===== src/rtl/alu_slice_seq.sv =====
// alu_slice_seq
// Multi-cycle 74181-style ALU. It supports the 16 logic and 16 arithmetic
// functions selected by s/m. It evaluates SLICE bits per clock, starting
// with the LSB slice, and keeps the inter-slice carry in a register.
//
// Parameters:
//   WIDTH - operand/result width; must be a multiple of SLICE
//   SLICE - bits evaluated per clock (1..WIDTH)
//
// Ports:
//   clk, rst             clock (rising edge), async active-high reset
//   in_valid / in_ready  command handshake (a, b, s, m, cin)
//   use_acc              only with ALU_SLICE_SEQ_ACC_EN: take A from last f
//   out_valid/out_ready  result handshake (f, cout, ovf, zero, allones)
//
// Optional feature macro: ALU_SLICE_SEQ_ACC_EN (accumulator operand select).
module alu_slice_seq #(
  parameter int WIDTH = 16,
  parameter int SLICE = 4
) (
  input  logic             clk,
  input  logic             rst,
  input  logic             in_valid,
  output logic             in_ready,
`ifdef ALU_SLICE_SEQ_ACC_EN
  input  logic             use_acc,
`endif
  input  logic [WIDTH-1:0] a,
  input  logic [WIDTH-1:0] b,
  input  logic [3:0]       s,
  input  logic             m,
  input  logic             cin,
  output logic             out_valid,
  input  logic             out_ready,
  output logic [WIDTH-1:0] f,
  output logic             cout,
  output logic             ovf,
  output logic             zero,
  output logic             allones
);

  localparam int NSLICE = WIDTH / SLICE;
  localparam int IDXW   = (NSLICE > 1) ? $clog2(NSLICE) : 1;

  typedef enum logic [1:0] {IDLE, BUSY, DONE} state_t;
  state_t state, state_next;

  // Operands shift right one slice per BUSY edge, so the active slice is
  // always at the bottom. Results shift in from the top of work.
  logic [WIDTH-1:0] opa, opb, work, work_next;
  logic [3:0]       fn_s;
  logic             fn_m;
  logic             carry;
  logic [IDXW-1:0]  idx;
  logic             last;

  logic [SLICE-1:0] sa, sb, x, y, lres, sum, res_slice;
  logic             c_slice, carry_next, msb_cin;

  assign sa   = opa[SLICE-1:0];
  assign sb   = opb[SLICE-1:0];
  assign last = (idx == IDXW'(NSLICE - 1));

  // All operand terms are bitwise, so one slice of X/Y/logic result only
  // depends on the matching slice of A and B.
  always_comb begin
    x    = '0;
    y    = '0;
    lres = '0;
    case (fn_s)
      4'b0000: begin lres = ~sa;          x = sa;        y = '0;       end
      4'b0001: begin lres = ~(sa | sb);   x = sa | sb;   y = '0;       end
      4'b0010: begin lres = ~sa & sb;     x = sa | ~sb;  y = '0;       end
      4'b0011: begin lres = '0;           x = '1;        y = '0;       end
      4'b0100: begin lres = ~(sa & sb);   x = sa;        y = sa & ~sb; end
      4'b0101: begin lres = ~sb;          x = sa | sb;   y = sa & ~sb; end
      4'b0110: begin lres = sa ^ sb;      x = sa;        y = ~sb;      end
      4'b0111: begin lres = sa & ~sb;     x = sa & ~sb;  y = '1;       end
      4'b1000: begin lres = ~sa | sb;     x = sa;        y = sa & sb;  end
      4'b1001: begin lres = ~(sa ^ sb);   x = sa;        y = sb;       end
      4'b1010: begin lres = sb;           x = sa | ~sb;  y = sa & sb;  end
      4'b1011: begin lres = sa & sb;      x = sa & sb;   y = '1;       end
      4'b1100: begin lres = '1;           x = sa;        y = sa;       end
      4'b1101: begin lres = sa | ~sb;     x = sa | sb;   y = sa;       end
      4'b1110: begin lres = sa | sb;      x = sa | ~sb;  y = sa;       end
      default: begin lres = sa;           x = sa;        y = '1;       end
    endcase
  end

  assign {c_slice, sum} = {1'b0, x} + {1'b0, y} + {{SLICE{1'b0}}, carry};
  assign res_slice  = fn_m ? lres : sum;
  assign carry_next = fn_m ? 1'b0 : c_slice;
  // Carry into the slice MSB recovered from its sum bit; on the last slice
  // this is the carry into bit WIDTH-1.
  assign msb_cin    = x[SLICE-1] ^ y[SLICE-1] ^ sum[SLICE-1];

  generate
    if (SLICE == WIDTH) begin : g_full
      assign work_next = res_slice;
    end else begin : g_part
      assign work_next = {res_slice, work[WIDTH-1:SLICE]};
    end
  endgenerate

  // State register
  always_ff @(posedge clk or posedge rst) begin
    if (rst) state <= IDLE;
    else     state <= state_next;
  end

  // Next state and handshake outputs
  always_comb begin
    state_next = state;
    in_ready   = 1'b0;
    out_valid  = 1'b0;
    case (state)
      IDLE: begin
        in_ready = 1'b1;
        if (in_valid) state_next = BUSY;
      end
      BUSY: begin
        if (last) state_next = DONE;
      end
      DONE: begin
        out_valid = 1'b1;
        if (out_ready) state_next = IDLE;
      end
      default: state_next = IDLE;
    endcase
  end

  // Datapath. f and flags are only written on the final slice, so they keep
  // the previous result until the next command completes.
  always_ff @(posedge clk or posedge rst) begin
    if (rst) begin
      opa     <= '0;
      opb     <= '0;
      fn_s    <= '0;
      fn_m    <= 1'b0;
      carry   <= 1'b0;
      idx     <= '0;
      work    <= '0;
      f       <= '0;
      cout    <= 1'b0;
      ovf     <= 1'b0;
      zero    <= 1'b0;
      allones <= 1'b0;
    end else begin
      case (state)
        IDLE: begin
          if (in_valid) begin
`ifdef ALU_SLICE_SEQ_ACC_EN
            opa <= use_acc ? f : a;
`else
            opa <= a;
`endif
            opb   <= b;
            fn_s  <= s;
            fn_m  <= m;
            carry <= cin;
            idx   <= '0;
          end
        end
        BUSY: begin
          opa   <= opa >> SLICE;
          opb   <= opb >> SLICE;
          carry <= carry_next;
          idx   <= idx + IDXW'(1);
          work  <= work_next;
          if (last) begin
            f       <= work_next;
            cout    <= carry_next;
            ovf     <= fn_m ? 1'b0 : (msb_cin ^ c_slice);
            zero    <= (work_next == '0);
            allones <= &work_next;
          end
        end
        default: ;
      endcase
    end
  end

endmodule


===== config.mk =====
export PLATFORM = sky130hd
export DESIGN_NAME = alu_slice_seq
export DESIGN_NICKNAME = d
export VERILOG_FILES = /design/src/rtl/alu_slice_seq.sv
export SDC_FILE = /design/constraint.sdc
export NUM_CORES = 1
export LEC_CHECK = 0
export CAP_MARGIN = 10
export CORE_MARGIN = 3
export CORE_UTILIZATION = 50
export CTS_CLUSTER_DIAMETER = 200
export CTS_CLUSTER_SIZE = 25
export DETAILED_ROUTE_END_ITERATION = 16
export HOLD_SLACK_MARGIN = 0.03
export PLACE_DENSITY = 0.82
export SLEW_MARGIN = 30
export SYNTH_ARGS = -nofsm -noshare
export SYNTH_HDL_FRONTEND = slang
export SYNTH_SLANG_ARGS = --single-unit

===== constraint.sdc =====
create_clock -name clk -period 3.4 [get_ports clk]
set_clock_uncertainty 0.05 [all_clocks]
set_input_delay 0.68 -clock clk [delete_from_list [all_inputs] [get_ports clk]]
set_output_delay 0.68 -clock clk [all_outputs]
set_load 0.005 [all_outputs]

==> results.json <==
{
  "dp.final_hpwl_um": 8470,
  "grt_max_degree": 62,
  "worstSetupStartpointType": "flip-flop",
  "diodes": 0,
  "slowest_delay_ps": 440,
  "critical_path_cell_count": 13,
  "antenna_found_initial": 0,
  "row_count": 33,
  "maxCapViolCount": 0,
  "yosysTopAreaCell": "dfrtp_1",
  "drive_above_1_share": 0.0981,
  "setup-tns-final_ps": 0,
  "finalCritPeriodShare": 0.950,
  "arrival_ps": 3440,
  "final_hold_viol_count": 0,
  "status": "finished, final reports clean",
  "tightest_slew_ps": 671,
  "io_buffers": 63,
  "top_layer": "met4",
  "place_congestion": 0.953,
  "timing.final.max_slew_violations": 0,
  "synth.area.top_cells": "dfrtp_1 41%, nand2_1 10%, ha_1 5.6%",
  "synth_seq_cells": 74,
  "finalSetupViolCount": 0,
  "seq_area_frac_synth": 0.414,
  "drt-initial-drc-count": 343,
  "peakVddDrop_mv": 0.537,
  "synth_edf_count": 0,
  "clk_pin_slew_ps": 90,
  "die_h_um": 101,
  "p_leak_nw": 2.42,
  "dr.pass1.iters": 5,
  "hold_path_class": "flip-flop to flip-flop",
  "vias": 4097,
  "holdWs_ps": 437,
  "routed-wl-met2_um": 5640,
  "r2r_start": "fn_s[3]",
  "yosysTopAreaCellShare": 0.414,
  "core_sq_um": 8460,
  "nNetsFinal": 640,
  "synth-main-ff-cell": "dfrtp_1",
  "wl_per_cell_um": 17.2,
  "cts_buffers": 9,
  "critPathRequiredTime_ps": 3610,
  "worstHoldEndpoint": "opb[1]",
  "synth.most_common_cell": "nand2_1",
  "hp-start": "opb[5]",
  "fillers": 678,
  "r2r_end": "allones",
  "stdcell_area_sq_um": 5490,
  "grt_pass1_vias": 4052,
  "ys_async_sr_fraction": 1.00,
  "cp_slowest_cell": "dfrtp_2",
  "final_util": 0.648,
  "cpLargestDelayFamily": "compound AO/OA/AOI/OAI gates",
  "wl_met1_um": 5290,
  "grt_first_pass_wirelength_um": 19900,
  "htreeDepth": 3,
  "ant_nets": 0,
  "start_util": 0.528,
  "critPathKind": "flip-flop to flip-flop",
  "overflow": 0,
  "power_density_nw_per_um2": 1110,
  "tritoncts": "built",
  "hold_depth": 2,
  "area_growth_pct": 22.8,
  "fmax_ghz": 0.309,
  "reg2reg_depth": 13,
  "rrSetupSlack_ps": 170,
  "yosys-top-cells-count": "119 x nand2_1, 74 x dfrtp_1, 37 x nor2_1",
  "synth_area_sq_um": 4470,
  "routed_wl_um": 11800,
  "drc": 0,
  "max_slew_margin": 0.551,
  "cts.sinks": 74,
  "crit_path_max_fanout": 31,
  "grt_usage": 0.247,
  "cts_root_buf": "clkbuf_8",
  "end_kind": "flip-flop",
  "crit_chain": "buf_6 > nor2_1 > nor2_1 > a21o_1 > a32oi_1 > nand2_1 > fa_1 > fa_1 > xor2_1 > o22ai_1 > a31o_1 > nand4b_1 > o31ai_1",
  "die_w_um": 101,
  "viasPerCell": 5.97,
  "period_needed_ps": 3230,
  "cts_hold_buffers": 0,
  "synth_cell_types": 54,
  "synth_area_per_cell_sq_um": 8.59,
  "wl_met3_um": 602,
  "die_area_sq_um": 10100,
  "yosysWarnings": 0,
  "synthCells": 520,
  "rsz0062_at_grt": "false",
  "cp_num_buf_inv": 1,
  "post_dp_cell_area_sq_um": 5240,
  "synth_nets": 584,
  "clock_latency_ps": 340,
  "io-pin-count": 64,
  "ctsLongestPathBuffers": 2
}
-- kinds of logic after synthesis --
group	share of synthesized area
AO/OA/AOI/OAI	0.209
XOR/XNOR	0.00588
adder cells (fa/ha/maj)	0.0650
buffers and inverters	0.0532
flip-flops	0.414
multiplexers	0.0507
AND/OR/NAND/NOR	0.201
-- routing by layer --
layer,track usage,vias to the layer above
li1,-,1951
met1,0.341,1978
met2,0.388,146
met3,0.0353,22
met4,0.106,0
met5,0,-
-- power by group --
group	internal, mW	leakage, nW	switching (mW)
sequential	1.30	0.917	0.404
clock	0.444	0.119	0.357
combinational	1.57	1.38	2.01
-- final cells by class --
cell class              count  area, sq um  share of cell area
inverters                  16         60.1              0.0109
clock buffers              10          138              0.0251
multi-input cells         391         2390               0.435
repair buffers             84          817               0.149
clock inverters             6         97.6              0.0178
well taps                 105          131              0.0239
flip-flops and latches     74         1860               0.338
-- worst min-delay path: cells and delay by family (launching register included) --
family,cells,cell delay [ps]
flops,1,350
compound gates,1,60
simple gates,1,50
-- layout by cell type, fill, tap and decap left out, types with 3 or more instances in the layout --
cell and instances:
a32oi_1 5, dfrtp_2 3, a211oi_1 6, o31ai_1 8, a21o_1 7, a21oi_1 23, mux2_2 13, mux2i_1 8
nand4b_1 3, or3_1 4, a31oi_1 20, nand3b_1 9, dfrtp_1 71, inv_1 13, ha_1 20, nor4_1 4
a32o_1 3, nand2b_1 8, nor2_1 37, nand4_1 4, nor2b_1 7, o2111ai_1 3, nand3_1 4, clkbuf_8 10
o22ai_1 4, nand2_1 119, o21ai_0 35, a211o_1 5, clkdlybuf4s50_1 63, buf_4 18, o32a_1 4
-- worst max path at each step --
stage,startpoint,to
2_1_floorplan,fn_s[3],allones
5_1_grt,fn_s[3],allones
3_3_place_gp,fn_s[3],allones
4_1_cts,fn_s[3],allones
6_report,fn_s[3],allones
3_5_place_dp,fn_s[3],allones
-- registers in the layout, indices dropped and copies added (netlist names), 2 cells and up --
| name | flops |
|---|---|
| state | 2 |
| opa | 16 |
| f | 16 |
| fn_s | 4 |
| idx | 2 |
| work | 12 |
| opb | 16 |
-- what timing repair did --
action                                  in CTS  in global routing
gates resized for setup                      0                  4
endpoints found under the hold margin        0                  0
endpoints found under the setup margin       0                  1
setup buffers                                0                  0
-- per-stage QoR --
stage          cells  total power [mW]  setup slack (ps)
2_1_floorplan    520              4.14               133
3_3_place_gp     670              5.15               286
3_5_place_dp     670              5.22               172
4_1_cts          686              6.05               139
5_1_grt          686              6.63              18.0
6_report         686              6.09               168
Power figures use the tool's default switching activity.
